[src/rtl/xbar_pkg.sv]
// Shared types for the crossbar literal writer.
// Optional read-back verify is enabled with XBAR_WRITE_VERIFY_EN.
package xbar_pkg;

    typedef enum logic [1:0] {
        KIND_OFF = 2'd0,
        KIND_ON  = 2'd1,
        KIND_POS = 2'd2,
        KIND_NEG = 2'd3
    } kind_e;

    typedef logic [2:0] state_t;

    localparam state_t ST_IDLE  = 3'd0;
    localparam state_t ST_LOAD  = 3'd1;
    localparam state_t ST_ISSUE = 3'd2;
    localparam state_t ST_VREQ  = 3'd3;
    localparam state_t ST_VWAIT = 3'd4;
    localparam state_t ST_DONE  = 3'd5;

    // Index width, never below one bit so degenerate sizes still elaborate.
    function automatic int unsigned idx_w(input int unsigned n);
        return (n > 1) ? $clog2(n) : 1;
    endfunction

    // One cell entry is {kind[1:0], var[VW-1:0]}.
    function automatic int unsigned cell_w(input int unsigned nvars);
        return 2 + idx_w(nvars);
    endfunction

endpackage

[src/rtl/xbar_lit_eval.sv]
// Combinational evaluation of one cell literal.
// Out-of-range variable indices evaluate to OFF.
module xbar_lit_eval
    import xbar_pkg::*;
#(
    parameter int unsigned NVARS = 4
) (
    input  logic [cell_w(NVARS)-1:0] entry_i,
    input  logic [NVARS-1:0]         vars_i,
    output logic                     lit_o
);

    localparam int unsigned VW = idx_w(NVARS);
    localparam int unsigned EW = cell_w(NVARS);

    kind_e         kind;
    logic [VW-1:0] vsel;
    logic          hit;
    logic          bit_v;

    // Select the referenced variable and apply the literal kind.
    always_comb begin
        kind  = kind_e'(entry_i[EW-1 -: 2]);
        vsel  = entry_i[VW-1:0];
        hit   = 1'b0;
        bit_v = 1'b0;
        lit_o = 1'b0;
        for (int i = 0; i < int'(NVARS); i++) begin
            if (vsel == VW'(i)) begin
                hit   = 1'b1;
                bit_v = vars_i[i];
            end
        end
        unique case (kind)
            KIND_OFF: lit_o = 1'b0;
            KIND_ON:  lit_o = 1'b1;
            KIND_POS: lit_o = hit & bit_v;
            KIND_NEG: lit_o = hit & ~bit_v;
            default:  lit_o = 1'b0;
        endcase
    end

endmodule

[src/rtl/xbar_writer.sv]
// Programs every crossbar cell in row-major order from a literal map.
// XBAR_WRITE_VERIFY_EN adds read-back verify with bounded rewrites.
module xbar_writer
    import xbar_pkg::*;
#(
    parameter int unsigned ROWS      = 3,
    parameter int unsigned COLS      = 4,
    parameter int unsigned NVARS     = 4,
    parameter int unsigned MAX_RETRY = 3
) (
    input  logic                                clk,
    input  logic                                rst_n,
    input  logic                                start_i,
    input  logic [NVARS-1:0]                    vars_i,
    input  logic [ROWS*COLS*cell_w(NVARS)-1:0]  cfg_i,
    output logic                                busy_o,
    output logic                                done_o,
    output logic                                cmd_valid_o,
    input  logic                                cmd_ready_i,
    output logic [idx_w(ROWS)-1:0]              cmd_row_o,
    output logic [idx_w(COLS)-1:0]              cmd_col_o,
    output logic                                cmd_rd_o,
    output logic                                cmd_data_o,
    input  logic                                rd_valid_i,
    input  logic                                rd_data_i,
    output logic                                err_o
);

    localparam int unsigned EW = cell_w(NVARS);
    localparam int unsigned RW = idx_w(ROWS);
    localparam int unsigned CW = idx_w(COLS);
    localparam int unsigned NB = ROWS * COLS * EW;

    state_t         state_q, state_d;
    logic [RW-1:0]  row_q, row_d;
    logic [CW-1:0]  col_q, col_d;
    logic [NVARS-1:0] vars_q, vars_d;
    logic [NB-1:0]  cfg_q, cfg_d;
    logic [EW-1:0]  entry;
    logic           lit;
    logic           adv;
    logic           last_col;
    logic           last_row;

`ifdef XBAR_WRITE_VERIFY_EN
    localparam int unsigned TW = idx_w(MAX_RETRY + 1);
    logic [TW-1:0]  retry_q, retry_d;
    logic           err_q, err_d;
`else
    logic           unused_rd;
    assign unused_rd = ^{rd_valid_i, rd_data_i, (MAX_RETRY > 0)};
`endif

    // Pick the latched map entry of the cell currently addressed.
    always_comb begin
        entry = '0;
        for (int r = 0; r < int'(ROWS); r++) begin
            for (int c = 0; c < int'(COLS); c++) begin
                if (row_q == RW'(r) && col_q == CW'(c)) begin
                    entry = cfg_q[(r*COLS+c)*EW +: EW];
                end
            end
        end
    end

    xbar_lit_eval #(
        .NVARS(NVARS)
    ) u_lit (
        .entry_i (entry),
        .vars_i  (vars_q),
        .lit_o   (lit)
    );

    assign last_col = (col_q == CW'(COLS - 1));
    assign last_row = (row_q == RW'(ROWS - 1));

    // Sequencer: latch, issue each cell, optionally verify, then finish.
    always_comb begin
        state_d = state_q;
        row_d   = row_q;
        col_d   = col_q;
        vars_d  = vars_q;
        cfg_d   = cfg_q;
        adv     = 1'b0;
`ifdef XBAR_WRITE_VERIFY_EN
        retry_d = retry_q;
        err_d   = err_q;
`endif
        unique case (state_q)
            ST_IDLE: begin
                if (start_i) begin
                    state_d = ST_LOAD;
                    vars_d  = vars_i;
                    cfg_d   = cfg_i;
`ifdef XBAR_WRITE_VERIFY_EN
                    err_d   = 1'b0;
                    retry_d = '0;
`endif
                end
            end
            ST_LOAD: begin
                row_d   = '0;
                col_d   = '0;
                state_d = ST_ISSUE;
            end
            ST_ISSUE: begin
                if (cmd_ready_i) begin
`ifdef XBAR_WRITE_VERIFY_EN
                    state_d = ST_VREQ;
`else
                    adv = 1'b1;
`endif
                end
            end
`ifdef XBAR_WRITE_VERIFY_EN
            ST_VREQ: begin
                if (cmd_ready_i) state_d = ST_VWAIT;
            end
            ST_VWAIT: begin
                if (rd_valid_i) begin
                    if (rd_data_i == lit) begin
                        adv = 1'b1;
                    end else if (retry_q < TW'(MAX_RETRY)) begin
                        retry_d = retry_q + 1'b1;
                        state_d = ST_ISSUE;
                    end else begin
                        err_d = 1'b1;
                        adv   = 1'b1;
                    end
                end
            end
`endif
            ST_DONE: state_d = ST_IDLE;
            default: state_d = ST_IDLE;
        endcase
        if (adv) begin
`ifdef XBAR_WRITE_VERIFY_EN
            retry_d = '0;
`endif
            if (last_col) begin
                col_d = '0;
                if (last_row) begin
                    row_d   = '0;
                    state_d = ST_DONE;
                end else begin
                    row_d   = row_q + 1'b1;
                    state_d = ST_ISSUE;
                end
            end else begin
                col_d   = col_q + 1'b1;
                state_d = ST_ISSUE;
            end
        end
    end

    // Core state registers with synchronous reset.
    always_ff @(posedge clk) begin
        if (!rst_n) begin
            state_q <= ST_IDLE;
            row_q   <= '0;
            col_q   <= '0;
            vars_q  <= '0;
            cfg_q   <= '0;
        end else begin
            state_q <= state_d;
            row_q   <= row_d;
            col_q   <= col_d;
            vars_q  <= vars_d;
            cfg_q   <= cfg_d;
        end
    end

`ifdef XBAR_WRITE_VERIFY_EN
    // Retry counter and sticky verify error.
    always_ff @(posedge clk) begin
        if (!rst_n) begin
            retry_q <= '0;
            err_q   <= 1'b0;
        end else begin
            retry_q <= retry_d;
            err_q   <= err_d;
        end
    end
    assign err_o = err_q;
`else
    assign err_o = 1'b0;
`endif

    assign cmd_valid_o = (state_q == ST_ISSUE) || (state_q == ST_VREQ);
    assign cmd_rd_o    = (state_q == ST_VREQ);
    assign cmd_row_o   = row_q;
    assign cmd_col_o   = col_q;
    assign cmd_data_o  = cmd_valid_o & lit;
    assign done_o      = (state_q == ST_DONE);
    assign busy_o      = (state_q == ST_LOAD) || (state_q == ST_ISSUE) ||
                         (state_q == ST_VREQ) || (state_q == ST_VWAIT);

endmodule

[config.mk]
export PLATFORM = sky130hd
export DESIGN_NAME = xbar_writer
export DESIGN_NICKNAME = d
export VERILOG_FILES = /design/src/rtl/xbar_pkg.sv /design/src/rtl/xbar_lit_eval.sv /design/src/rtl/xbar_writer.sv
export SDC_FILE = /design/constraint.sdc
export NUM_CORES = 1
export LEC_CHECK = 0
export BUFFER_PORTS_ARGS = -buffer_cell sky130_fd_sc_hd__clkbuf_2
export CAP_MARGIN = 0
export CORE_MARGIN = 2
export CORE_UTILIZATION = 54
export DETAILED_ROUTE_END_ITERATION = 10
export GPL_ROUTABILITY_DRIVEN = 0
export PLACE_DENSITY = 0.79
export SLEW_MARGIN = 10
export SYNTH_ARGS = -nofsm -noshare
export SYNTH_HDL_FRONTEND = slang
export SYNTH_SLANG_ARGS = --single-unit
[constraint.sdc]
create_clock -name clk -period 2.44 [get_ports clk]
set_clock_uncertainty 0.1 [all_clocks]
set_input_delay 0.122 -clock clk [delete_from_list [all_inputs] [get_ports clk]]
set_output_delay 0.122 -clock clk [all_outputs]
set_load 0.02 [all_outputs]
==> flow_summary.json, run 1 <==
{
  "crit_type": "reg2out",
  "fin_crit_sh_pct": 119,
  "fin_area_um2": 4280,
  "fin_nets": 570,
  "grtUsageTotal_pct": 30.7,
  "synth_area_leader_cell": "dfxtp_1",
  "finalHoldViolations": 0,
  "start_util_pct": 56.8,
  "hp-class": "in2reg",
  "path_clk_slew_ns": 0.06,
  "portBuffers": 64,
  "switching_share_pct": 25.7,
  "drt_iter0_drc": 357,
  "ios": 68,
  "setup_viol": 1,
  "drc_errors": 0,
  "root_buffer": "clkbuf_8",
  "cap_violations": 0,
  "critical-path-max-stage-delay_ns": 0.47,
  "dp_hpwl_um": 5140,
  "p_per_area_nw_per_um2": 531,
  "critPathBufInv": 3,
  "drtAntennaViolNets": 0,
  "num_vias": 3236,
  "synthFlopType": "dfxtp_1",
  "floorplan.die_area_um2": 6050,
  "crit_family": "compound AO/OA/AOI/OAI gates",
  "grt_pass1_wl_um": 14700,
  "cp_max_fo": 9,
  "path_cells": "buf_6 > ha_4 > buf_4 > o211ai_1 > a32oi_1 > o311ai_1 > nand2_1 > o22ai_2 > mux2i_2 > buf_4",
  "grt-ovfl-total": 0,
  "htree_num_levels": 3,
  "cts_tree": "yes",
  "setup_slack_ns": -0.464,
  "yosysTopAreaCellShare_pct": 40.2,
  "violations": "setup timing",
  "fin_crit_ns": 2.90,
  "ys_ff_latch": 59,
  "p_comb_share_pct": 16.3,
  "r2r_slack_ns": 0.62,
  "netlist-cell-type-count": 44,
  "critPathSlowestCell": "o311ai_1",
  "synth_commonest_cells": "nand2_1, dfxtp_1, a21boi_0",
  "drv_slew": 0,
  "clock_path_buffers": 2,
  "rsz0062_at_grt": "yes",
  "tightest_slew_ns": 0.932,
  "grt_max_degree": 59,
  "required_ns": 2.22,
  "vdd_drop_max_v": 0.000368,
  "drive_gt1_share_pct": 23.6,
  "mappedNetlistArea_um2": 2940,
  "routed_wl_um": 8930,
  "cpMostUsedCell": "buf_4",
  "synth_warnings": 0,
  "coreArea_um2": 5170,
  "first_pass_iters": 5,
  "start_kind": "register",
  "p_seq_share_pct": 46.8,
  "syn_nets": 445,
  "ys_seq_area_share_pct": 40.2,
  "antenna_found_initial": 0,
  "p_switching_uw": 585,
  "p_leak_uw": 0.00172,
  "clock_sinks": 59,
  "die_w_um": 77.8,
  "wl_per_cell_um": 15.3,
  "cp-end-kind": "output port",
  "clk_latency_ns": 0.34,
  "synth_async_sr_flop_share_pct": 0,
  "synth_most_common_cell": "nand2_1",
  "die_h_um": 77.8,
  "avgViaCountPerCell": 5.55,
  "status": "finished, violations left",
  "slew_headroom_pct": 37.9,
  "grt_pass1_vias": 3239,
  "synth_edf_count": 0,
  "syn_to_final_growth_pct": 45.7,
  "ys_top_cells_by_area": "dfxtp_1, nand2_1, a21boi_0, a21boi_1, a21oi_1",
  "fillers": 289,
  "numCtsBuffers": 9,
  "finalSetupTns_ns": -0.464,
  "p_int_uw": 1690,
  "critPathArrivalTime_ns": 2.68,
  "placed_area_um2": 3410,
  "clkPwrFrac_pct": 36.9,
  "final_util_pct": 82.8,
  "antenna_cells": 0,
  "rows": 26,
  "fmax_ghz": 0.344,
  "syn_avg_cell_area_um2": 7.68,
  "syn_inst": 383
}
per-layer routing:
metal	global-route usage, %	share of wire (%)	up-vias
met5	0	0	-
met1	35.7	40	1476
li1	-	-	1534
met2	51.2	48	175
met3	7.79	7.3	51
met4	17.1	4.6	0
metrics by stage:
step                instances  power, uW  hold slack, ns  setup slack [ns]
global route              583       2380          0.0387            -0.606
detailed placement        512       1360           0.255            -0.184
global placement          512       1350           0.245           -0.0772
floorplan                 383       1260           0.157           0.00956
finish                    583       2280          0.0372            -0.464
CTS                       583       2270          0.0283            -0.555
cell type report:
type | count | area (um2) | area share [%]
multi-input cells | 284 | 1700 | 39.6
flip-flops and latches | 59 | 1190 | 27.7
repair buffers | 141 | 1070 | 24.9
clock buffers | 15 | 186 | 4.35
well taps | 70 | 87.6 | 2.04
inverters | 13 | 53.8 | 1.26
clock inverters | 1 | 5.00 | 0.117
registers in the layout, indices dropped and copies added, names as in the netlist:
signal and cells:
cmd_col_o 2, cmd_row_o 2, vars_q 4, state_q 3, cfg_q 48
power by group through the flow:
stage	logic, uW	clock network (uW)	registers [uW]
6_report	371	841	1060
3_3_place_gp	269	0	1080
5_1_grt	410	897	1070
2_1_floorplan	186	0	1070
4_1_cts	355	851	1060
3_5_place_dp	279	0	1080
tightest hold or removal path, cell delays in order:
cell and delay, ns:
clkbuf_2 0.10, inv_1 0.05, mux2_2 0.13, nor3_1 0.04
cells in the final DEF (no fill, tap or decap), types with 4 or more instances in the layout:
cell | Yosys | layout
clkbuf_8 | 0 | 13
a32oi_1 | 4 | 4
clkbuf_2 | 0 | 63
a21boi_0 | 38 | 38
nand3b_1 | 4 | 4
ha_4 | 0 | 4
dfxtp_1 | 59 | 57
a21boi_1 | 14 | 14
nor2b_1 | 9 | 9
dlygate4sd3_1 | 0 | 52
o211ai_1 | 4 | 4
nand2_1 | 125 | 125
nand2b_1 | 4 | 4
a21oi_1 | 17 | 17
inv_1 | 13 | 11
nor2_1 | 16 | 16
o21ai_0 | 5 | 5
buf_4 | 1 | 23
cell families after synthesis:
logic type	Yosys count	synth area share [%]
buffers and inverters	40	5.96
and+or+nand+nor	171	24.7
muxes	4	1.40
DFF	59	40.2
AOI/OAI and AO/OA	103	25.6
adders and majority gates	4	1.70
xor gates and xnor gates	1	0.298
other	1	0.128
final timing paths:
kind                                           startpoint                   endpoint  depth (start not counted)
worst max register to register    state_q[1]$_SDFFE_PN0P_  cmd_col_o[0]$_SDFFE_PN0P_                          5
worst max-delay path            cmd_col_o[0]$_SDFFE_PN0P_                 cmd_data_o                         10
worst min register to register     vars_q[0]$_SDFFE_PN0P_     vars_q[0]$_SDFFE_PN0P_                          2
worst min-delay path                              start_i    state_q[0]$_SDFFE_PN0P_                          4
timing repair:
| item | in CTS | in global routing |
|---|---|---|
| pin swaps | 8 | 3 |
| gates resized for setup | 19 | 7 |
| hold buffers | 52 | 0 |
| setup buffers | 2 | 0 |
| setup endpoints to repair | 1 | 1 |
| endpoints found under the hold margin | 52 | 0 |
| cloned | 1 | 0 |
(Power assumes the default switching activity.)
==> run 2: changes to the inputs <==
Settings changed: CORE_UTILIZATION 54 to 56, CTS_BUF_LIST set to sky130_fd_sc_hd__clkbuf_8, PLACE_DENSITY 0.79 to 0.82.
==> run 2 against run 1 <==
Net effect:
- the run still ends with setup timing left
- core utilization rose by 0.90 points
- sequential power barely moved
- critical path depth did not move
- sequential share of layout area rose by 0.23 points
- highest routed layer unchanged
==> flow_summary.json, run 2 (synthesized netlist as in run 1, its figures left out) <==
{
  "status": "finished, violations left",
  "violations": "setup timing",
  "grt_pass1_vias": 3126,
  "fmax_ghz": 0.339,
  "top_regs": "cfg_q: 48 flops, vars_q: 4 flops, state_q: 3 flops",
  "cp-end-kind": "output port",
  "ios": 68,
  "setup_slack_ns": -0.512,
  "largest_reg_flops": 48,
  "final_common_cell": "nand2_1",
  "portBuffers": 64,
  "syn_to_final_growth_pct": 44.5,
  "required_ns": 2.22,
  "p_seq_share_pct": 48.7,
  "cts_tree": "yes",
  "cpMostUsedCell": "buf_4",
  "cap_violations": 0,
  "wl_per_cell_um": 15.7,
  "clkPwrFrac_pct": 34.4,
  "rows": 26,
  "vdd_drop_max_v": 0.000557,
  "htree_num_levels": 3,
  "start_util_pct": 57.9,
  "largest_register": "cfg_q",
  "avgViaCountPerCell": 5.52,
  "grtUsageTotal_pct": 31.5,
  "tightest_slew_ns": 0.915,
  "fin_crit_ns": 2.95,
  "setup_viol": 1,
  "start_kind": "register",
  "drt_iter0_drc": 404,
  "drv_slew": 0,
  "clk_latency_ns": 0.34,
  "p_int_uw": 1560,
  "grt_pass1_wl_um": 14600,
  "critPathArrivalTime_ns": 2.73,
  "drtAntennaViolNets": 0,
  "numCtsBuffers": 9,
  "num_vias": 3255,
  "layout_common_cells": "nand2_1, clkbuf_2, dfxtp_1",
  "p_total_uw": 2180,
  "fin_crit_sh_pct": 121,
  "floorplan.die_area_um2": 5850,
  "cp_max_fo": 6,
  "die_h_um": 76.5,
  "path_clk_slew_ns": 0.07,
  "dp_hpwl_um": 5110,
  "critical-path-max-stage-delay_ns": 0.36,
  "p_comb_share_pct": 16.9,
  "antenna_cells": 0,
  "p_leak_uw": 0.00173,
  "coreArea_um2": 5070,
  "final_util_pct": 83.7,
  "slew_headroom_pct": 39.0,
  "die_w_um": 76.5,
  "antenna_found_initial": 0,
  "path_cells": "buf_4 > ha_4 > buf_4 > a221oi_2 > o22ai_1 > o32ai_2 > mux2i_1 > o22ai_2 > mux2i_2 > buf_4",
  "drc_errors": 0,
  "grt-ovfl-total": 0,
  "grt_max_degree": 59,
  "p_per_area_nw_per_um2": 514,
  "drive_gt1_share_pct": 25.0,
  "clock_path_buffers": 2,
  "critPathSlowestCell": "dfxtp_4",
  "rsz0062_at_grt": "yes",
  "root_buffer": "clkbuf_8",
  "finalHoldViolations": 0,
  "p_switching_uw": 623,
  "hp-class": "in2reg",
  "first_pass_iters": 5,
  "fin_nets": 577,
  "switching_share_pct": 28.5,
  "clock_sinks": 59,
  "crit_type": "reg2out",
  "routed_wl_um": 9280
}
-- run 2: path summary, 6_finish.rpt --
path,cells past startpoint,to,startpoint,slack [ns]
setup / recovery,10,cmd_data_o,cmd_col_o[0]$_SDFFE_PN0P_,-0.51
hold / removal,4,state_q[0]$_SDFFE_PN0P_,start_i,0.03
setup reg to reg,5,state_q[0]$_SDFFE_PN0P_,cmd_row_o[1]$_SDFF_PN0_,0.62
hold reg to reg,2,cfg_q[36]$_SDFFE_PN0P_,cfg_q[36]$_SDFFE_PN0P_,0.35
-- run 2: critical path: cells and delay by family (launching register included) --
kind | cells | cell delay (ns)
buf+inv | 3 | 0.50
compound gates | 4 | 0.78
fa+ha+maj | 1 | 0.19
mux | 2 | 0.56
flops | 1 | 0.36
-- run 2: power by group through the flow --
stage	registers, uW	logic, uW	clock network [uW]
after floorplan	1070	186	0
after global placement	1080	271	0
after detailed placement	1080	281	0
after CTS	1060	351	745
after global routing	1070	403	815
final	1060	370	751
-- run 2: routing by layer --
layer  wire length, um  global-route usage (%)  vias up
li1                  -                       -     1550
met1              3710                    36.6     1498
met2              4720                    56.1      172
met3               625                    7.58       35
met4               231                    11.8        0
met5                 0                       0        -
-- run 2: final cells by class --
class | instances | area (um2)
clock buffers | 9 | 124
clock inverters | 7 | 36.3
fillers | 298 | 826
inverters | 13 | 51.3
multi-input cells | 284 | 1660
flip-flops and latches | 59 | 1190
well taps | 70 | 87.6
repair buffers | 148 | 1100
-- run 2: repair_timing --
item | 4_1_cts | 5_1_grt
buffers inserted | 1 | 0
gates resized for setup | 16 | 7
hold buffers | 52 | 0
endpoints found under the hold margin | 52 | 0
setup endpoints to repair | 1 | 1
pin swaps | 4 | 3
-- run 2: stage by stage --
stage / cells / setup TNS, ns / hold WS (ns) / cell area (um2) / setup WS, ns
floorplan: 383 / 0 / 0.157 / 2950 / 0.00956
global route: 590 / -0.606 / 0.0426 / 4250 / -0.606
global placement: 521 / -0.183 / 0.246 / 3460 / -0.183
CTS: 590 / -0.492 / 0.0252 / 4230 / -0.492
detailed placement: 521 / -0.236 / 0.252 / 3460 / -0.236
finish: 590 / -0.512 / 0.0298 / 4250 / -0.512
